<file path="config.mk">
export PLATFORM = sky130hd
export DESIGN_NAME = fetch_stage_flat
export DESIGN_NICKNAME = d
export VERILOG_FILES = /design/src/rtl/cpu_pkg.sv /design/src/rtl/fetch_stage_if.sv /design/src/rtl/fetch_stage_branch_lut.sv /design/src/rtl/fetch_stage.sv /design/src/flat_wrapper.sv
export SDC_FILE = /design/constraint.sdc
export NUM_CORES = 1
export LEC_CHECK = 0
export CAP_MARGIN = 30
export CORE_MARGIN = 1.5
export CORE_UTILIZATION = 44
export DETAILED_ROUTE_END_ITERATION = 16
export GPL_TIMING_DRIVEN = 0
export MAX_ROUTING_LAYER = met4
export PLACE_DENSITY_LB_ADDON = 0.3
export SETUP_SLACK_MARGIN = 0.4
export SYNTH_ARGS = -nofsm -noshare
export SYNTH_HDL_FRONTEND = slang
export SYNTH_SLANG_ARGS = --single-unit
</file>
<file path="constraint.sdc">
create_clock -name clk -period 1.7 [get_ports clk]
set_input_delay 0.255 -clock clk [delete_from_list [all_inputs] [get_ports clk]]
set_output_delay 0.255 -clock clk [all_outputs]
set_load 0.01 [all_outputs]
</file>
<file path="src/rtl/cpu_pkg.sv">
// Shared definitions for the 9-bit CPU: fetch FSM states, datapath widths,
// the halt encoding and the constant branch-target table read by branch_lut.
package cpu_pkg;

    localparam int PC_W      = 10;
    localparam int INSTR_W   = 9;
    localparam int LUT_DEPTH = 32;

    typedef logic [PC_W-1:0]    pc_t;
    typedef logic [INSTR_W-1:0] instr_t;

    localparam instr_t HALT_INSTR = 9'h1FF;

    typedef enum logic [1:0] {
        IDLE = 2'd0,
        RUN  = 2'd1,
        HALT = 2'd2
    } fetch_state_t;

    // Branch targets, indexed by the low five bits of the branching instruction.
    localparam pc_t BRANCH_TABLE [LUT_DEPTH] = '{
        10'd0,   10'd10,  10'd20,  10'd30,  10'd40,  10'd50,  10'd60,  10'd70,
        10'd80,  10'd90,  10'd100, 10'd110, 10'd120, 10'd130, 10'd140, 10'd150,
        10'd160, 10'd170, 10'd180, 10'd190, 10'd200, 10'd210, 10'd220, 10'd230,
        10'd240, 10'd250, 10'd260, 10'd270, 10'd280, 10'd290, 10'd300, 10'd310
    };

endpackage

</file>
<file path="src/rtl/fetch_stage_if.sv">
// Bus between the fetch stage and its environment: program handshake,
// instruction ROM port, downstream stall/branch inputs and the fetched word.
// FETCH_PERF_CNT_EN adds the cycle_cnt / instr_cnt performance counters.
interface fetch_stage_if;
    import cpu_pkg::*;

    logic   start;
    logic   done;
    pc_t    imem_addr;
    instr_t imem_data;
    logic   stall;
    logic   branch;
    logic   branch_taken;
    instr_t instr_out;
    logic   instr_valid;
`ifdef FETCH_PERF_CNT_EN
    logic [15:0] cycle_cnt;
    logic [15:0] instr_cnt;

    modport master (
        output start, imem_data, stall, branch, branch_taken,
        input  done, imem_addr, instr_out, instr_valid, cycle_cnt, instr_cnt
    );
    modport slave (
        input  start, imem_data, stall, branch, branch_taken,
        output done, imem_addr, instr_out, instr_valid, cycle_cnt, instr_cnt
    );
`else
    modport master (
        output start, imem_data, stall, branch, branch_taken,
        input  done, imem_addr, instr_out, instr_valid
    );
    modport slave (
        input  start, imem_data, stall, branch, branch_taken,
        output done, imem_addr, instr_out, instr_valid
    );
`endif

endinterface

</file>
<file path="src/rtl/fetch_stage_branch_lut.sv">
// Combinational branch-target lookup. Slots beyond the table depth read as 0
// so any 5-bit index always yields a defined target.
module branch_lut
    import cpu_pkg::*;
(
    input  logic [4:0] idx_i,
    output pc_t        target_o
);

    pc_t table_w [32];

    genvar gi;
    generate
        for (gi = 0; gi < 32; gi++) begin : g_slot
            if (gi < LUT_DEPTH) begin : g_used
                assign table_w[gi] = BRANCH_TABLE[gi];
            end else begin : g_empty
                assign table_w[gi] = '0;
            end
        end
    endgenerate

    assign target_o = table_w[idx_i];

endmodule

</file>
<file path="src/rtl/fetch_stage.sv">
// Instruction fetch stage: PC register, registered ROM word with a valid flag,
// taken-branch redirect with a single squashed slot, and a start/done program
// handshake. Optional FETCH_PERF_CNT_EN adds saturating cycle/instr counters.
module fetch_stage
    import cpu_pkg::*;
(
    input  logic          clk,
    input  logic          rst_n,
    fetch_stage_if.slave  bus
);

    fetch_state_t state_q, state_d;
    pc_t          pc_q, pc_d;
    instr_t       instr_q, instr_d;
    logic         valid_q, valid_d;
    pc_t          target;
    logic         halt_fire;
    logic         br_fire;

    branch_lut u_branch_lut (
        .idx_i    (instr_q[4:0]),
        .target_o (target)
    );

    // Only a live (unsquashed) instruction can halt or branch; a stall freezes both.
    assign halt_fire = valid_q && (instr_q == HALT_INSTR) && !bus.stall;
    assign br_fire   = valid_q && bus.branch && bus.branch_taken && !bus.stall;

    // State, PC and fetched-word registers.
    always_ff @(posedge clk or negedge rst_n) begin
        if (!rst_n) begin
            state_q <= IDLE;
            pc_q    <= '0;
            instr_q <= '0;
            valid_q <= 1'b0;
        end else begin
            state_q <= state_d;
            pc_q    <= pc_d;
            instr_q <= instr_d;
            valid_q <= valid_d;
        end
    end

    // Next-state logic; halt outranks branch, and the word fetched alongside a
    // taken branch is loaded but marked invalid (the one-cycle bubble).
    always_comb begin
        state_d = state_q;
        pc_d    = pc_q;
        instr_d = instr_q;
        valid_d = valid_q;
        case (state_q)
            IDLE: begin
                if (bus.start) begin
                    state_d = RUN;
                    pc_d    = '0;
                end
            end
            RUN: begin
                if (!bus.stall) begin
                    if (halt_fire) begin
                        state_d = HALT;
                        valid_d = 1'b0;
                    end else begin
                        instr_d = bus.imem_data;
                        if (br_fire) begin
                            pc_d    = target;
                            valid_d = 1'b0;
                        end else begin
                            pc_d    = pc_q + pc_t'(1);
                            valid_d = 1'b1;
                        end
                    end
                end
            end
            HALT: begin
                if (bus.start) begin
                    state_d = RUN;
                    pc_d    = '0;
                    valid_d = 1'b0;
                end
            end
            default: begin
                state_d = IDLE;
                pc_d    = '0;
                instr_d = '0;
                valid_d = 1'b0;
            end
        endcase
    end

    assign bus.done        = (state_q == HALT);
    assign bus.imem_addr   = pc_q;
    assign bus.instr_out   = instr_q;
    assign bus.instr_valid = valid_q;

`ifdef FETCH_PERF_CNT_EN
    logic [15:0] cycle_cnt_q;
    logic [15:0] instr_cnt_q;
    logic        start_run;

    assign start_run = (state_q != RUN) && bus.start;

    // Saturating counters, cleared whenever a start launches a new program.
    always_ff @(posedge clk or negedge rst_n) begin
        if (!rst_n) begin
            cycle_cnt_q <= '0;
            instr_cnt_q <= '0;
        end else if (start_run) begin
            cycle_cnt_q <= '0;
            instr_cnt_q <= '0;
        end else begin
            if ((state_q == RUN) && (cycle_cnt_q != 16'hFFFF))
                cycle_cnt_q <= cycle_cnt_q + 16'd1;
            if (valid_q && !bus.stall && (instr_cnt_q != 16'hFFFF))
                instr_cnt_q <= instr_cnt_q + 16'd1;
        end
    end

    assign bus.cycle_cnt = cycle_cnt_q;
    assign bus.instr_cnt = instr_cnt_q;
`endif

endmodule

</file>
<file path="src/flat_wrapper.sv">
// flat-port wrapper written by rule: the top's interface ports become plain ports
module fetch_stage_flat import cpu_pkg::*;
  (clk, rst_n, bus_start, bus_imem_data, bus_stall, bus_branch, bus_branch_taken, bus_done, bus_imem_addr, bus_instr_out, bus_instr_valid);
  fetch_stage_if bus_i ();
  input  logic clk;
  input  logic rst_n;
  input wire logic [$bits(bus_i.start)-1:0] bus_start;
  input wire logic [$bits(bus_i.imem_data)-1:0] bus_imem_data;
  input wire logic [$bits(bus_i.stall)-1:0] bus_stall;
  input wire logic [$bits(bus_i.branch)-1:0] bus_branch;
  input wire logic [$bits(bus_i.branch_taken)-1:0] bus_branch_taken;
  output wire logic [$bits(bus_i.done)-1:0] bus_done;
  output wire logic [$bits(bus_i.imem_addr)-1:0] bus_imem_addr;
  output wire logic [$bits(bus_i.instr_out)-1:0] bus_instr_out;
  output wire logic [$bits(bus_i.instr_valid)-1:0] bus_instr_valid;
  assign bus_i.start = bus_start;
  assign bus_i.imem_data = bus_imem_data;
  assign bus_i.stall = bus_stall;
  assign bus_i.branch = bus_branch;
  assign bus_i.branch_taken = bus_branch_taken;
  assign bus_done = bus_i.done;
  assign bus_imem_addr = bus_i.imem_addr;
  assign bus_instr_out = bus_i.instr_out;
  assign bus_instr_valid = bus_i.instr_valid;
  fetch_stage u_core (.clk(clk), .rst_n(rst_n), .bus(bus_i));
endmodule
</file>
==> summary.txt, run 1 <==
Floorplanning
  – Die area: 0.00365 mm2
  – Rows: 20
  – Die H: 60.4 um
  – Core area: 0.00310 mm2
  – Die span in x: 60.4 um
  – Initial Util: 46.8%
  – # IOs: 36

Global route
  – Pin count of the biggest net entering global routing: 21
  – Grt ovf: 0
  – Number of global-route vias before repair: 1465
  – Global-route total usage across every layer: 25.6%
  – Initial antenna violation count: 0
  – First-pass GRT wire length: 6760 um

Worst setup path
  – Reg-to-reg startpoint: u_core.bus.instr_out[1]$_DFFE_PN0P_
  – Crit end category: flip-flop
  – CP cell instances: buf_4 > buf_6 > inv_2 > ha_2 > mux2i_1 > xnor2_1 > a21oi_1 > o22ai_1
  – Worst EP arrival: 1.97 ns
  – R2R Setup Slk: -0.06 ns
  – Worst setup SP type: flip-flop
  – Crit path required time: 1.91 ns
  – CP max stage delay: 0.46 ns
  – CP max FO: 8
  – Worst setup path class: reg -> reg
  – Crit-path slowest cell: dfrtp_2
  – Worst Setup SP: u_core.bus.instr_out[1]$_DFFE_PN0P_

Synthesis
  – Post-synth top flop: dfrtp_1
  – Syn. warnings: 0
  – Largest cells by area after synthesis: dfrtp_1 38%, nand2_1 4.9%, ha_1 4.3%
  – Post-Synthesis Cell Area: 0.00145 mm2
  – Yosys reg bits: 22
  – Syn Nets: 177
  – Post-synthesis cell count: 157
  – Register area share after synthesis: 37.9%
  – EDFF count, synth: 0
  – Top post-synthesis cells by count: 22 x dfrtp_1, 19 x nand2_1, 11 x inv_1, 10 x o21ai_0, 9 x a21oi_1
  – Cell taking the most area after synthesis: dfrtp_1
  – FFs w/ async S/R, synth: 100%
  – Top cell type's share of synthesized area: 37.9%
  – Cell with the most instances after synthesis: dfrtp_1
  – Synth cell types: 46
  – Syn Area/Cell: 9.24 um2

Worst hold path
  – Hold Crit Class: in -> async

Drt
  – Routed WL per cell: 17.2 um
  – Post-route ant nets: 0
  – Initial drt markers: 141
  – Drt via density: 5.89
  – DRC Markers: 0
  – DR pass1 iterations: 5
  – Via count: 1637
  – Final wirelength: 4790 um

CTS
  – CTS tree: built
  – H-tree depth: 1
  – Clk sinks: 22
  – Maximum root-to-sink buffer count: 2
  – Hold_buf cts: 0
  – CTS root buf: clkbuf_4
  – Clk Latency, worst-skew pair: 0.32 ns
  – Reg clk slew, reported paths: 0.14 ns
  – CTS buffer count: 3

Finish
  – Post-route non-filler standard cell count: 278
  – Layout cells sized above 1: 38.9%
  – ANT cells: 0
  – Final core occ: 74.7%
  – # fillers: 239
  – Final #Nets: 255
  – Area grow syn2layout: 59.7%

Power
  – Power Density: 785 mW/mm2
  – P_leak: 0.00106 uW
  – Worst IR Drop VDD: 578 uV
  – Sequential Power Share: 37.5%
  – Switching share of total power: 33.6%
  – Clock group share of total power: 23.0%
  – Psw: 611 uW
  – P_int: 1210 uW
  – Combinational power share: 39.5%

Timing
  – Setup TNS: -0.137 ns
  – Tcrit/Tclk final: 104%
  – Final setup viols: 3
  – Unrepaired setup endpoints after global routing: yes
  – Setup WS post-layout: -0.0614 ns
  – Clock Skew: 0.00536 ns
  – Slew HR: 72.3%
  – Highest clock rate: 568 MHz
  – Max Slew Vio Count: 0
  – Crit path time final: 1.76 ns
  – Final Hold Viols: 0
  – Worst-margin pin slew: 0.413 ns

Placement
  – Number of buffers added on ports: 35
  – Inst Count DP: 237
  – Placer congestion estimate: 0.853
  – DP HPWL: 2780 um

Outcome
  – Failing checks: setup timing
  – Status: complete, but fails checks

Flow run
  – Max cap viols: 0
-- area by class of cell --
type	count	area (um2)	area share, %
buffer	6	65.1	2.81
clock buffer	3	22.5	0.971
clock inverter	1	30.0	1.30
inverter	11	41.3	1.78
multi-input combinational	118	938	40.5
sequential	22	556	24.0
tap	44	55.1	2.37
timing repair buffer	73	611	26.3
-- path summary, 6_finish.rpt --
path,cells after the start,to
worst max-delay path,8,u_core.bus.imem_addr[4]$_DFFE_PN0P_
worst min-delay path,1,u_core.bus.instr_out[4]$_DFFE_PN0P_
worst max register to register,8,u_core.bus.imem_addr[4]$_DFFE_PN0P_
worst min register to register,2,u_core.bus.instr_out[6]$_DFFE_PN0P_
max in group asynchronous,2,u_core.bus.instr_valid$_DFFE_PN0P_
min in group clk,2,u_core.bus.instr_out[3]$_DFFE_PN0P_
-- flip-flops by register name, indices dropped and copies added, names as in the netlist --
signal,count
u_core.bus.imem_addr,10
u_core.bus.instr_out,9
u_core.bus.instr_valid,1
u_core.state_q,2
-- cells by family (layout without fill, tap and decap cells) --
kind of cell | Yosys count | after routing | share of synthesized area (%)
adders and majority gates | 5 | 5 | 4.31
buffers and inverters | 17 | 94 | 5.09
DFF | 22 | 22 | 37.9
xor gates and xnor gates | 2 | 2 | 1.21
muxes | 6 | 6 | 4.48
AOI/OAI and AO/OA | 50 | 50 | 25.4
and+or+nand+nor | 55 | 55 | 21.6
-- cell usage in the layout (no fill, tap or decap), drive strengths merged, types with 2 or more instances in the layout --
master	n
buf	47
dfrtp	22
nand2	21
clkdlybuf4s50	15
o21ai	13
inv	11
a21oi	10
nor2	8
clkbuf	8
clkdlybuf4s15	7
o22ai	7
nand3	6
nor3	6
a22o	5
dlygate4sd2	5
ha	5
mux2	4
nor2b	3
nand2b	3
o221ai	3
mux2i	2
o31a	2
o211ai	2
nand4b	2
nor3b	2
o31ai	2
o311ai	2
-- per-layer routing --
metal	global-route usage (%)	part of all wire, %	vias up
li1	-	-	736
met1	31.8	39	797
met2	44.1	52	87
met3	1.92	6.0	17
met4	8.70	3.0	0
met5	-	0	-
-- timing repair --
action,CTS,global route
buffers inserted,16,21
gates resized for setup,56,33
pin swaps,6,17
endpoints found under the hold margin,0,0
endpoints found under the setup margin,43,37
-- metrics by stage --
step           power [uW]  area [um2]  setup WS (ns)  hold WS (ns)
2_1_floorplan         968        1470       0.000470       -0.0406
3_3_place_gp         1220        1870         -0.418         0.505
3_5_place_dp         1250        1890         -0.433         0.459
4_1_cts              1710        2070        -0.0119         0.107
5_1_grt              1910        2320         -0.107         0.109
6_report             1820        2320        -0.0614         0.101
-- worst max-delay path: cells and delay by family (launching register included) --
family	cells	cell delay, ns
buf+inv	3	0.34
mux	1	0.18
flops	1	0.46
compound gates	2	0.29
fa+ha+maj	1	0.26
xor+xnor	1	0.11
-- power by group through the flow --
stage / Combinational, uW / Clock [uW] / Sequential (uW)
finish: 720 / 419 / 682
global route: 777 / 440 / 691
CTS: 618 / 421 / 675
detailed placement: 525 / 0 / 722
global placement: 510 / 0 / 712
floorplan: 239 / 0 / 729
No activity file was read; power rests on OpenSTA's default activity.
==> inputs of run 2 (changes only) <==
--- a/config.mk
+++ b/config.mk
@@ -13,6 +13,7 @@
 export MAX_ROUTING_LAYER = met4
 export PLACE_DENSITY_LB_ADDON = 0.3
 export SETUP_SLACK_MARGIN = 0.4
+export SLEW_MARGIN = 20
 export SYNTH_ARGS = -nofsm -noshare
 export SYNTH_HDL_FRONTEND = slang
 export SYNTH_SLANG_ARGS = --single-unit
==> run 2 against run 1 <==
Net effect:
- the run still ends with setup timing left
- largest cell class unchanged
- sequential share of layout area grew 0.12 points
- first-iteration DRC count decreased by 31%
- clock skew up 0.0035 ns
- global-route usage increased by 2.6 points
- register-to-register slack is essentially flat
- critical endpoint is now u_core.bus.imem_addr[6]$_DFFE_PN0P_
- non-clock buffer count unchanged
==> summary.txt, run 2 (synthesized netlist as in run 1, its figures left out) <==
Outcome
  – Status: complete, but fails checks
  – Failing checks: setup timing

CTS
  – Reg clk slew, reported paths: 0.14 ns
  – Clk sinks: 22
  – CTS root buf: clkbuf_4
  – H-tree depth: 1
  – CTS tree: built
  – Clk Latency, worst-skew pair: 0.33 ns
  – CTS buffer count: 3
  – Maximum root-to-sink buffer count: 2
  – Hold_buf cts: 0

Global route
  – Global-route total usage across every layer: 28.2%
  – Grt ovf: 0
  – Initial antenna violation count: 0
  – Pin count of the biggest net entering global routing: 14
  – First-pass GRT wire length: 7310 um
  – Number of global-route vias before repair: 1573

Timing
  – Setup WS post-layout: -0.0562 ns
  – Slew HR: 60.4%
  – Worst-margin pin slew: 0.592 ns
  – Unrepaired setup endpoints after global routing: yes
  – Tcrit/Tclk final: 103%
  – Crit path time final: 1.76 ns
  – Final Hold Viols: 0
  – Setup TNS: -0.236 ns
  – Max Slew Vio Count: 0
  – Highest clock rate: 569 MHz
  – Final setup viols: 7
  – Clock Skew: 0.00882 ns

Floorplanning
  – Core area: 0.00310 mm2
  – Rows: 20
  – Die area: 0.00365 mm2
  – Die H: 60.4 um
  – # IOs: 36
  – Initial Util: 46.8%
  – Die span in x: 60.4 um

Placement
  – Placer congestion estimate: 0.853
  – DP HPWL: 2830 um
  – Number of buffers added on ports: 35
  – Placed Area: 0.00189 mm2

Finish
  – # fillers: 228
  – Most common cell after layout, fill and taps aside: buf_4
  – Max reg flops: 10
  – Final #Nets: 255
  – Final instance area: 0.00231 mm2
  – Layout cells sized above 1: 39.7%
  – Most frequent cells in the layout: 34 x buf_4, 19 x nand2_1, 17 x dfrtp_1, 14 x clkdlybuf4s50_1, 10 x inv_1
  – FF/Latch Area: 557 um2
  – Area grow syn2layout: 59.3%
  – Multi-input gate area: 923 um2
  – Final core occ: 74.5%
  – ANT cells: 0

Worst hold path
  – Hold Crit Class: in -> async

Power
  – Combinational power share: 42.2%
  – P_leak: 0.00106 uW
  – Sequential Power Share: 35.4%
  – Pwr Total: 1890 uW
  – Switching share of total power: 33.9%
  – Power Density: 816 mW/mm2
  – Clock group share of total power: 22.4%
  – Psw: 640 uW
  – Worst IR Drop VDD: 532 uV
  – P_int: 1250 uW

Drt
  – DR pass1 iterations: 5
  – DRC Markers: 0
  – Via count: 1657
  – Drt via density: 5.96
  – Routed WL per cell: 17.8 um
  – Post-route ant nets: 0
  – Final wirelength: 4960 um
  – Initial drt markers: 97

Worst setup path
  – CP cell instances: ha_4 > nand4b_4 > or3_4 > o221ai_4 > o21ai_1 > o211ai_1
  – Worst path bufs/invs: 0
  – Worst setup path class: reg -> reg
  – Worst setup SP type: flip-flop
  – CP max stage delay: 0.46 ns
  – CP max FO: 8
  – Largest delay share family, worst path: simple AND/OR/NAND/NOR gates
  – Worst EP arrival: 2.02 ns
  – Crit path required time: 1.96 ns
  – Crit-path slowest cell: or3_4
  – Crit end category: flip-flop

Flow run
  – Max cap viols: 0
==> run 2: worst register-to-register path: cells and delay by family (launching register included) <==
kind / cells / cell delay (ns)
DFF: 1 / 0.42
and+or+nand+nor: 2 / 0.62
AOI/OAI and AO/OA: 3 / 0.50
adders and majority gates: 1 / 0.16
==> run 2: final timing paths <==
kind / endpoint / startpoint / slack (ns) / depth (start not counted)
min in group clk: u_core.bus.instr_out[0]$_DFFE_PN0P_ / bus_imem_data[0] / 0.54 / 2
min reg2reg: u_core.bus.imem_addr[0]$_DFFE_PN0P_ / u_core.bus.imem_addr[0]$_DFFE_PN0P_ / 0.63 / 2
max reg2reg: u_core.bus.imem_addr[6]$_DFFE_PN0P_ / u_core.bus.instr_out[1]$_DFFE_PN0P_ / -0.06 / 6
max: u_core.bus.imem_addr[6]$_DFFE_PN0P_ / u_core.bus.instr_out[1]$_DFFE_PN0P_ / -0.06 / 6
max in group asynchronous: u_core.bus.instr_valid$_DFFE_PN0P_ / rst_n / 0.93 / 2
min: u_core.bus.instr_out[2]$_DFFE_PN0P_ / rst_n / 0.28 / 1
==> run 2: power by group through the flow <==
| stage | combinational (uW) | sequential, uW | clock (uW) |
|---|---|---|---|
| 2_1_floorplan | 239 | 729 | 0 |
| 3_3_place_gp | 510 | 712 | 0 |
| 3_5_place_dp | 523 | 721 | 0 |
| 4_1_cts | 679 | 662 | 421 |
| 5_1_grt | 863 | 678 | 447 |
| 6_report | 797 | 668 | 422 |
==> run 2: metal layers <==
layer	vias up	track usage (%)	part of all wire (%)
met5	-	-	0
met4	0	11.5	4.4
met3	30	3.84	7.0
met2	104	48.8	53
met1	791	33.0	36
li1	732	-	-
==> run 2: layout make-up <==
cell class | instances | area share, %
Timing Repair Buffer | 73 | 27.1
Buffer | 6 | 2.44
Inverter | 11 | 1.79
Clock buffer | 3 | 0.974
Tap cell | 44 | 2.38
Multi-Input combinational cell | 118 | 39.9
Clock inverter | 1 | 1.30
Sequential cell | 22 | 24.1
==> run 2: through the flow <==
| step | cells | worst slack [ns] | hold slack, ns |
|---|---|---|---|
| finish | 278 | -0.0562 | 0.278 |
| global route | 278 | -0.145 | 0.332 |
| detailed placement | 237 | -0.427 | 0.531 |
| floorplan | 157 | 0.000470 | -0.0406 |
| CTS | 268 | -0.0175 | 0.308 |
| global placement | 236 | -0.418 | 0.505 |
==> run 2: timing repair <==
action / in CTS / in global routing
setup endpoints to repair: 43 / 36
resized for setup: 72 / 28
gates cloned: 0 / 0
pin swaps: 8 / 8
buffers inserted: 27 / 10
